`src/rtl/line_buffer_reader_if.sv`:
```
// Line-buffer read port plus downstream pixel stream of the camera line reader.
interface line_buffer_reader_if #(
  parameter int ADDR_W = 10
);
  logic [ADDR_W-1:0] rdAddr;
  logic              rdEn1;
  logic              rdEn2;
  logic [15:0]       rdData1;
  logic [15:0]       rdData2;
  logic [15:0]       pixOut;
  logic              pixValid;
  logic              pixReady;
  logic              pixFirst;
  logic              pixLast;

  modport master (
    output rdAddr, rdEn1, rdEn2, pixOut, pixValid, pixFirst, pixLast,
    input  rdData1, rdData2, pixReady
  );

  modport slave (
    input  rdAddr, rdEn1, rdEn2, pixOut, pixValid, pixFirst, pixLast,
    output rdData1, rdData2, pixReady
  );
endinterface

```
`src/rtl/line_buffer_reader.sv`:
```
// Reads the just-completed ping-pong line buffer on each buffSelect toggle and
// streams it as 16-bit pixels with start-of-frame / end-of-line markers.
module line_buffer_reader #(
  parameter int LINE_PIXELS = 640,
  parameter int ADDR_W      = 10
) (
  input  logic                  camPCLK,
  input  logic                  reset,
  input  logic                  camVSYNC,
  input  logic                  buffSelect,
  output logic                  lineDrop,
  line_buffer_reader_if.master  bus
);

  typedef enum logic [1:0] {IDLE, FETCH, LOAD, SHOW} state_t;

  // One extra address bit so LINE_PIXELS == 2^ADDR_W still has a distinct end value.
  localparam logic [ADDR_W:0] LAST_ADDR  = (ADDR_W+1)'(LINE_PIXELS);
  localparam logic [ADDR_W:0] FIRST_ADDR = (ADDR_W+1)'(1);

  state_t          state, state_nxt;
  logic            bs_prev;
  logic            frame_flag;
  logic            cur_buf;
  logic [ADDR_W:0] addr;
  logic [15:0]     pix_out;
  logic            pix_valid, pix_first, pix_last;
  logic            drop_q;
  logic            line_evt, accept, last_accept, rd_en, drop;

  assign line_evt    = (buffSelect != bs_prev) && !camVSYNC;
  assign accept      = (state == SHOW) && pix_valid && bus.pixReady;
  assign last_accept = accept && pix_last;

  always_comb begin
    state_nxt = state;
    rd_en     = 1'b0;
    drop      = 1'b0;
    if (camVSYNC) begin
      state_nxt = IDLE;
    end else if (line_evt) begin
      // Capture now overwrites cur_buf; a line that just finished is not a drop.
      state_nxt = FETCH;
      drop      = (state != IDLE) && !last_accept;
    end else begin
      case (state)
        IDLE:  state_nxt = IDLE;
        FETCH: begin
          rd_en     = 1'b1;
          state_nxt = LOAD;
        end
        LOAD:  state_nxt = SHOW;
        SHOW: begin
          if (accept) begin
            if (pix_last) begin
              state_nxt = IDLE;
            end else begin
              rd_en     = 1'b1;
              state_nxt = LOAD;
            end
          end
        end
        default: state_nxt = IDLE;
      endcase
    end
  end

  always_ff @(posedge camPCLK or posedge reset) begin
    if (reset) state <= IDLE;
    else       state <= state_nxt;
  end

  always_ff @(posedge camPCLK or posedge reset) begin
    if (reset) begin
      bs_prev    <= 1'b0;
      frame_flag <= 1'b1;
      cur_buf    <= 1'b0;
      addr       <= '0;
      pix_out    <= '0;
      pix_valid  <= 1'b0;
      pix_first  <= 1'b0;
      pix_last   <= 1'b0;
      drop_q     <= 1'b0;
    end else begin
      bs_prev <= buffSelect;
      drop_q  <= drop;
      if (camVSYNC) begin
        pix_valid  <= 1'b0;
        pix_first  <= 1'b0;
        pix_last   <= 1'b0;
        frame_flag <= 1'b1;
      end else if (line_evt) begin
        addr      <= '0;
        cur_buf   <= bs_prev;
        pix_valid <= 1'b0;
        pix_first <= 1'b0;
        pix_last  <= 1'b0;
        if (last_accept) frame_flag <= 1'b0;
      end else begin
        case (state)
          IDLE: ;
          FETCH: addr <= addr + 1'b1;
          LOAD: begin
            pix_out   <= cur_buf ? bus.rdData2 : bus.rdData1;
            pix_valid <= 1'b1;
            pix_last  <= (addr == LAST_ADDR);
            pix_first <= frame_flag && (addr == FIRST_ADDR);
          end
          SHOW: begin
            if (accept) begin
              pix_valid  <= 1'b0;
              pix_first  <= 1'b0;
              pix_last   <= 1'b0;
              frame_flag <= 1'b0;
              if (!pix_last) addr <= addr + 1'b1;
            end
          end
          default: begin
            pix_valid <= 1'b0;
            pix_first <= 1'b0;
            pix_last  <= 1'b0;
          end
        endcase
      end
    end
  end

  assign bus.rdAddr   = addr[ADDR_W-1:0];
  assign bus.rdEn1    = rd_en && !cur_buf;
  assign bus.rdEn2    = rd_en && cur_buf;
  assign bus.pixOut   = pix_out;
  assign bus.pixValid = pix_valid;
  assign bus.pixFirst = pix_first;
  assign bus.pixLast  = pix_last;
  assign lineDrop     = drop_q;

endmodule

```
`src/flat_wrapper.sv`:
```
// flat-port wrapper written by rule: the top's interface ports become plain ports
module line_buffer_reader_flat 
#(
  parameter int LINE_PIXELS = 640,
  parameter int ADDR_W      = 10
)
  (camPCLK, reset, camVSYNC, buffSelect, lineDrop, bus_rdAddr, bus_rdEn1, bus_rdEn2, bus_pixOut, bus_pixValid, bus_pixFirst, bus_pixLast, bus_rdData1, bus_rdData2, bus_pixReady);
  line_buffer_reader_if #(.ADDR_W(ADDR_W)) bus_i ();
  input  logic camPCLK;
  input  logic reset;
  input  logic camVSYNC;
  input  logic buffSelect;
  output logic lineDrop;
  output wire logic [$bits(bus_i.rdAddr)-1:0] bus_rdAddr;
  output wire logic [$bits(bus_i.rdEn1)-1:0] bus_rdEn1;
  output wire logic [$bits(bus_i.rdEn2)-1:0] bus_rdEn2;
  output wire logic [$bits(bus_i.pixOut)-1:0] bus_pixOut;
  output wire logic [$bits(bus_i.pixValid)-1:0] bus_pixValid;
  output wire logic [$bits(bus_i.pixFirst)-1:0] bus_pixFirst;
  output wire logic [$bits(bus_i.pixLast)-1:0] bus_pixLast;
  input wire logic [$bits(bus_i.rdData1)-1:0] bus_rdData1;
  input wire logic [$bits(bus_i.rdData2)-1:0] bus_rdData2;
  input wire logic [$bits(bus_i.pixReady)-1:0] bus_pixReady;
  assign bus_rdAddr = bus_i.rdAddr;
  assign bus_rdEn1 = bus_i.rdEn1;
  assign bus_rdEn2 = bus_i.rdEn2;
  assign bus_pixOut = bus_i.pixOut;
  assign bus_pixValid = bus_i.pixValid;
  assign bus_pixFirst = bus_i.pixFirst;
  assign bus_pixLast = bus_i.pixLast;
  assign bus_i.rdData1 = bus_rdData1;
  assign bus_i.rdData2 = bus_rdData2;
  assign bus_i.pixReady = bus_pixReady;
  line_buffer_reader #(.LINE_PIXELS(LINE_PIXELS), .ADDR_W(ADDR_W)) u_core (.camPCLK(camPCLK), .reset(reset), .camVSYNC(camVSYNC), .buffSelect(buffSelect), .lineDrop(lineDrop), .bus(bus_i));
endmodule
```
`config.mk`:
```
export PLATFORM = sky130hd
export DESIGN_NAME = line_buffer_reader_flat
export DESIGN_NICKNAME = d
export VERILOG_FILES = /design/src/rtl/line_buffer_reader_if.sv /design/src/rtl/line_buffer_reader.sv /design/src/flat_wrapper.sv
export SDC_FILE = /design/constraint.sdc
export NUM_CORES = 1
export LEC_CHECK = 0
export CELL_PAD_IN_SITES_DETAIL_PLACEMENT = 0
export CELL_PAD_IN_SITES_GLOBAL_PLACEMENT = 2
export CORE_ASPECT_RATIO = 0.5
export CORE_MARGIN = 2
export CORE_UTILIZATION = 29
export CTS_CLUSTER_DIAMETER = 200
export CTS_CLUSTER_SIZE = 8
export DETAILED_ROUTE_END_ITERATION = 10
export GPL_TIMING_DRIVEN = 0
export PLACE_DENSITY_LB_ADDON = 0.1
export SYNTH_ARGS = -nofsm -noshare
export SYNTH_HDL_FRONTEND = slang
export SYNTH_SLANG_ARGS = --single-unit
```
`constraint.sdc`:
```
create_clock -name camPCLK -period 4 [get_ports camPCLK]
set_input_delay 1 -clock camPCLK [delete_from_list [all_inputs] [get_ports camPCLK]]
set_output_delay 1 -clock camPCLK [all_outputs]
set_load 0.02 [all_outputs]
```
==> flow_results.org, run 1 <==
** Outcome
- The run finished with clean final reports.

** STA
- Number of hold-slack violations in the final timing report :: 0
- The worst pin sits at a relative slew slack of 47.59%.
- Setup_tns :: 0 ns
- Transition time at the pin with the least slew margin :: 0.7850 ns
- Tcrit/Tclk final :: 97.83%
- Timing would allow up to 255.5 MHz.
- The number of pins with negative max-slew slack in the final report came to 0.
- Setup slack on the critical path of the routed design comes to 0.08684 ns.
- Min Hold Slack :: 0.5096 ns
- On the final layout, the worst clock skew is 0.004013 ns.
- Final critical-path required period :: 3.913 ns
- Final-report setup violation count :: 0

** Worst setup path
- Setup crit start kind :: input pin
- The critical path is of the input pin to output port type.
- STA classifies the critical path endpoint as an output port.
- STA puts the critical path data arrival time at 2.91 ns.
- Data on the critical path is required at its endpoint by 3.00 ns.
- Highest fanout seen on the critical path :: 10

** Yosys
- By area, the combinational part of the netlist is dominated by simple AND/OR/NAND/NOR gates.
- The synthesized design contains 36 register bits.
- In this run, distinct cell masters in the synthesized netlist total 34.
- Counting every net in the synthesized netlist gives 227.
- Area of the mapped netlist :: 1934 um2
- The synthesized netlist devotes 4.528% of its cell area to XOR and XNOR gates.
- Synthesis produced 187 cells.
- The synthesized netlist devotes 1.940% of its cell area to adder and majority cells.
- Summing the areas of all compound-gate instances in the mapped netlist gives 14.49% of the synthesized area.
- Avg Inst Size Synth :: 10.34 um2
- Portion of netlist area occupied by mux cells :: 9.314%
- Sequential cell area fraction in the yosys report :: 46.64%
- Summing the areas of all and, or, nand and nor instances in the mapped netlist gives 15.98% of the synthesized area.
- Synthesis warning total :: 0

** Clock network
- Number of buffers inserted during clock tree synthesis :: 5
- CTS clk-pin slew, worst paths :: 0.05 ns
- Number of H-tree branching levels :: 2
- TritonCTS built the clock tree.
- Insertion delay of the later-clocked pin in the worst-skew pair :: 0.28 ns
- Hold-fix buffer count after cts :: 0
- The clock net in this run drives a total of 36 sinks.
- No sink is reached through more buffers than the 2 on the longest clock path.
- The tree is rooted in a sky130_fd_sc_hd__clkbuf_16.

** Global routing
- First-pass GRT wire length :: 7.783 mm
- For this run, the total global-route usage over all layers was measured as 13.95%.
- Via count of the first global-routing pass :: 1489
- Grt ovf :: 0
- Antenna violations before repair :: 0
- Maximum number of pins on one net before global-route repair :: 37

** Min path
- The worst hold path belongs to the class flop to flop.

** Power and ir drop
- Pwr Density :: 452.2 nW/um2
- For this design the static power due to leakage is 1.298 nW.
- The worst-case IR drop observed on VDD is 0.2064 mV.

** Route
- First DRT Iteration DRCs :: 58
- The pre-antenna-repair detailed-routing pass consisted of 4 iterations.
- Remaining DRCs :: 0
- The count of nets left with antenna violations once routing finished came out at 0.
- Vias :: 1584
- In the routed layout, each cell is associated on average with a via count of 4.475.
- WL per Instance :: 13.70 um
- The final layout contains routed wiring with a total length of 4.851 mm.

** Cells and area
- The area growth from synthesis to layout is 50.65%.
- 0 antenna diodes ended up in the layout.
- NumNets Final :: 305
- Finished layout cell area :: 2914 um2
- The post-route netlist has 14.29% of its cells at a drive strength greater than 1.

** Place
- OpenSTA, run right after detailed placement, puts the worst setup slack at -0.05185 ns.
- Port buffering added 68 buffers.
- Total placed instance area :: 2725 um2
- The congestion estimate from routability-driven global placement came to 0.7316.
- Post-detail-place hpwl :: 3.513 mm

** Die
- Row generation in the floorplan step produced 20 rows.
- The die covers 7379 um2.
- The initial utilization of the core area, before any placement, comes to 30.92%.
- The die is 61.75 um tall.
- Std-Cell Core Area :: 6256 um2
- Width of the die :: 119.5 um
- IO Count :: 69

** Flow run
- Number of max-cap violations :: 0
-- report_power, final --
group	switching [mW]	internal, mW
clock network	0.144	0.245
logic	0.217	0.222
registers	0.0496	0.440
-- kinds of logic after synthesis --
family	Yosys count
buf+inv	25
fa+ha+maj	3
simple gates	59
xor+xnor	10
compound gates	36
flops	36
mux	18
-- layout make-up --
type | count | area [um2]
fillers | 647 | 3342
repair buffers | 71 | 705.7
plain buffers | 18 | 111.4
flip-flops and latches | 36 | 902.1
clock inverters | 2 | 10.01
multi-input cells | 126 | 909.6
well taps | 88 | 110.1
clock buffers | 6 | 138.9
inverters | 7 | 26.28
-- metal layers --
| layer | vias to the layer above | wire [um] | track usage (%) |
|---|---|---|---|
| met5 | - | 0 | 0 |
| met2 | 46 | 2161 | 22.53 |
| met4 | 0 | 8 | 2.017 |
| met3 | 2 | 346 | 5.201 |
| met1 | 742 | 2334 | 18.72 |
| li1 | 794 | - | - |
-- repair_timing --
item | CTS | global route
setup buffers | 0 | 3
hold endpoints to repair | 0 | 0
endpoints found under the setup margin | 2 | 2
gates resized for setup | 1 | 2
-- flip-flops by register name, summed over array words and instances, names as in the netlist --
| register | cells |
|---|---|
| u_core.bus.pixOut | 16 |
| u_core.addr | 11 |
| u_core.state | 2 |
| u_core.bs_prev | 1 |
| u_core.bus.pixFirst | 1 |
| u_core.bus.pixLast | 1 |
| u_core.bus.pixValid | 1 |
| u_core.cur_buf | 1 |
| u_core.frame_flag | 1 |
| u_core.lineDrop | 1 |
-- cell usage after synthesis --
| cell | number | area (um2) |
|---|---|---|
| sky130_fd_sc_hd__dfrtp_1 | 35 | 875.8 |
| sky130_fd_sc_hd__nor2_1 | 31 | 116.4 |
| sky130_fd_sc_hd__mux2i_1 | 18 | 180.2 |
| sky130_fd_sc_hd__a21oi_1 | 17 | 85.08 |
| sky130_fd_sc_hd__buf_4 | 10 | 75.07 |
| sky130_fd_sc_hd__nand2_1 | 9 | 33.78 |
| sky130_fd_sc_hd__xnor2_1 | 9 | 78.83 |
| sky130_fd_sc_hd__a211oi_1 | 6 | 45.04 |
| sky130_fd_sc_hd__inv_1 | 6 | 22.52 |
| sky130_fd_sc_hd__buf_2 | 5 | 25.02 |
| sky130_fd_sc_hd__nand3_1 | 4 | 20.02 |
| sky130_fd_sc_hd__and3_1 | 3 | 18.77 |
| sky130_fd_sc_hd__clkbuf_1 | 3 | 11.26 |
| sky130_fd_sc_hd__ha_1 | 3 | 37.54 |
| sky130_fd_sc_hd__o21ai_0 | 3 | 15.01 |
| sky130_fd_sc_hd__a2111oi_2 | 2 | 30.03 |
| sky130_fd_sc_hd__a2111oi_4 | 2 | 55.05 |
| sky130_fd_sc_hd__a21o_1 | 2 | 15.01 |
| sky130_fd_sc_hd__a22o_1 | 2 | 17.52 |
| sky130_fd_sc_hd__nand2b_1 | 2 | 12.51 |
| sky130_fd_sc_hd__nor3_1 | 2 | 10.01 |
| sky130_fd_sc_hd__a2111oi_0 | 1 | 8.760 |
| sky130_fd_sc_hd__a21oi_2 | 1 | 8.760 |
| sky130_fd_sc_hd__dfstp_2 | 1 | 26.28 |
| sky130_fd_sc_hd__inv_2 | 1 | 3.750 |
| sky130_fd_sc_hd__nand3b_1 | 1 | 7.510 |
| sky130_fd_sc_hd__nand3b_4 | 1 | 20.02 |
| sky130_fd_sc_hd__nand4_1 | 1 | 6.260 |
| sky130_fd_sc_hd__nand4_4 | 1 | 21.27 |
| sky130_fd_sc_hd__nand4b_1 | 1 | 8.760 |
| sky130_fd_sc_hd__nor2b_1 | 1 | 6.260 |
| sky130_fd_sc_hd__nor4_1 | 1 | 6.260 |
| sky130_fd_sc_hd__nor4_4 | 1 | 21.27 |
| sky130_fd_sc_hd__xor2_1 | 1 | 8.760 |
-- layout by cell type, fill, tap and decap left out, drive strengths merged, types with 2 or more instances in the layout --
cell type,synthesis,final
clkinv,0,2
nand4,2,2
nor2,31,31
inv,7,7
o21ai,3,3
a2111oi,5,5
nor4,2,2
nand3,4,4
a22o,2,2
dfrtp,35,35
nand3b,2,2
clkdlybuf4s50,0,67
a21oi,18,18
and3,3,3
buf,15,18
nand2b,2,2
ha,3,3
mux2i,18,18
clkbuf,3,9
nand2,9,9
nor3,2,2
xnor2,9,9
a211oi,6,6
a21o,2,2
-- final timing paths --
kind / slack, ns / end / startpoint / cells after the start
setup / recovery: 0.09 / bus_rdEn2 / camVSYNC / 6
hold / removal: 0.51 / u_core.bus.pixFirst$_DFFE_PP0P_ / u_core.bus.pixFirst$_DFFE_PP0P_ / 1
setup reg to reg: 2.30 / u_core.bus.pixOut[15]$_DFFE_PP0P_ / u_core.state[1]$_DFFE_PP0P_ / 4
hold reg to reg: 0.51 / u_core.bus.pixFirst$_DFFE_PP0P_ / u_core.bus.pixFirst$_DFFE_PP0P_ / 1
max in group asynchronous: 2.31 / u_core.bus.pixOut[10]$_DFFE_PP0P_ / reset / 2
min in group asynchronous: 1.20 / u_core.lineDrop$_DFF_PP0_ / reset / 2
-- worst max-delay path: stages --
cell	delay [ns]
sky130_fd_sc_hd__clkdlybuf4s50_1	0.48
sky130_fd_sc_hd__buf_2	0.21
sky130_fd_sc_hd__nand2b_1	0.21
sky130_fd_sc_hd__a21oi_4	0.22
sky130_fd_sc_hd__and3_1	0.19
sky130_fd_sc_hd__clkdlybuf4s50_1	0.60
-- stage by stage --
| stage | cells | power, mW | util, % |
|---|---|---|---|
| after global placement | 343 | 0.9304 | 43.56 |
| after global routing | 354 | 1.404 | 46.58 |
| after detailed placement | 343 | 0.9331 | 43.56 |
| final | 354 | 1.318 | 46.58 |
| after CTS | 351 | 1.331 | 46.06 |
| after floorplan | 187 | 0.7101 | - |
Note: power is estimated with default switching activity, not from simulation.
==> run 2: changes to the inputs <==
--- a/config.mk
+++ b/config.mk
@@ -15,6 +15,7 @@
 export DETAILED_ROUTE_END_ITERATION = 10
 export GPL_TIMING_DRIVEN = 0
 export PLACE_DENSITY_LB_ADDON = 0.1
+export SKIP_LAST_GASP = 1
 export SYNTH_ARGS = -nofsm -noshare
 export SYNTH_HDL_FRONTEND = slang
 export SYNTH_SLANG_ARGS = --single-unit
==> results of run 2 <==
The final DEF is identical to that of run 1; final timing and power are the same.
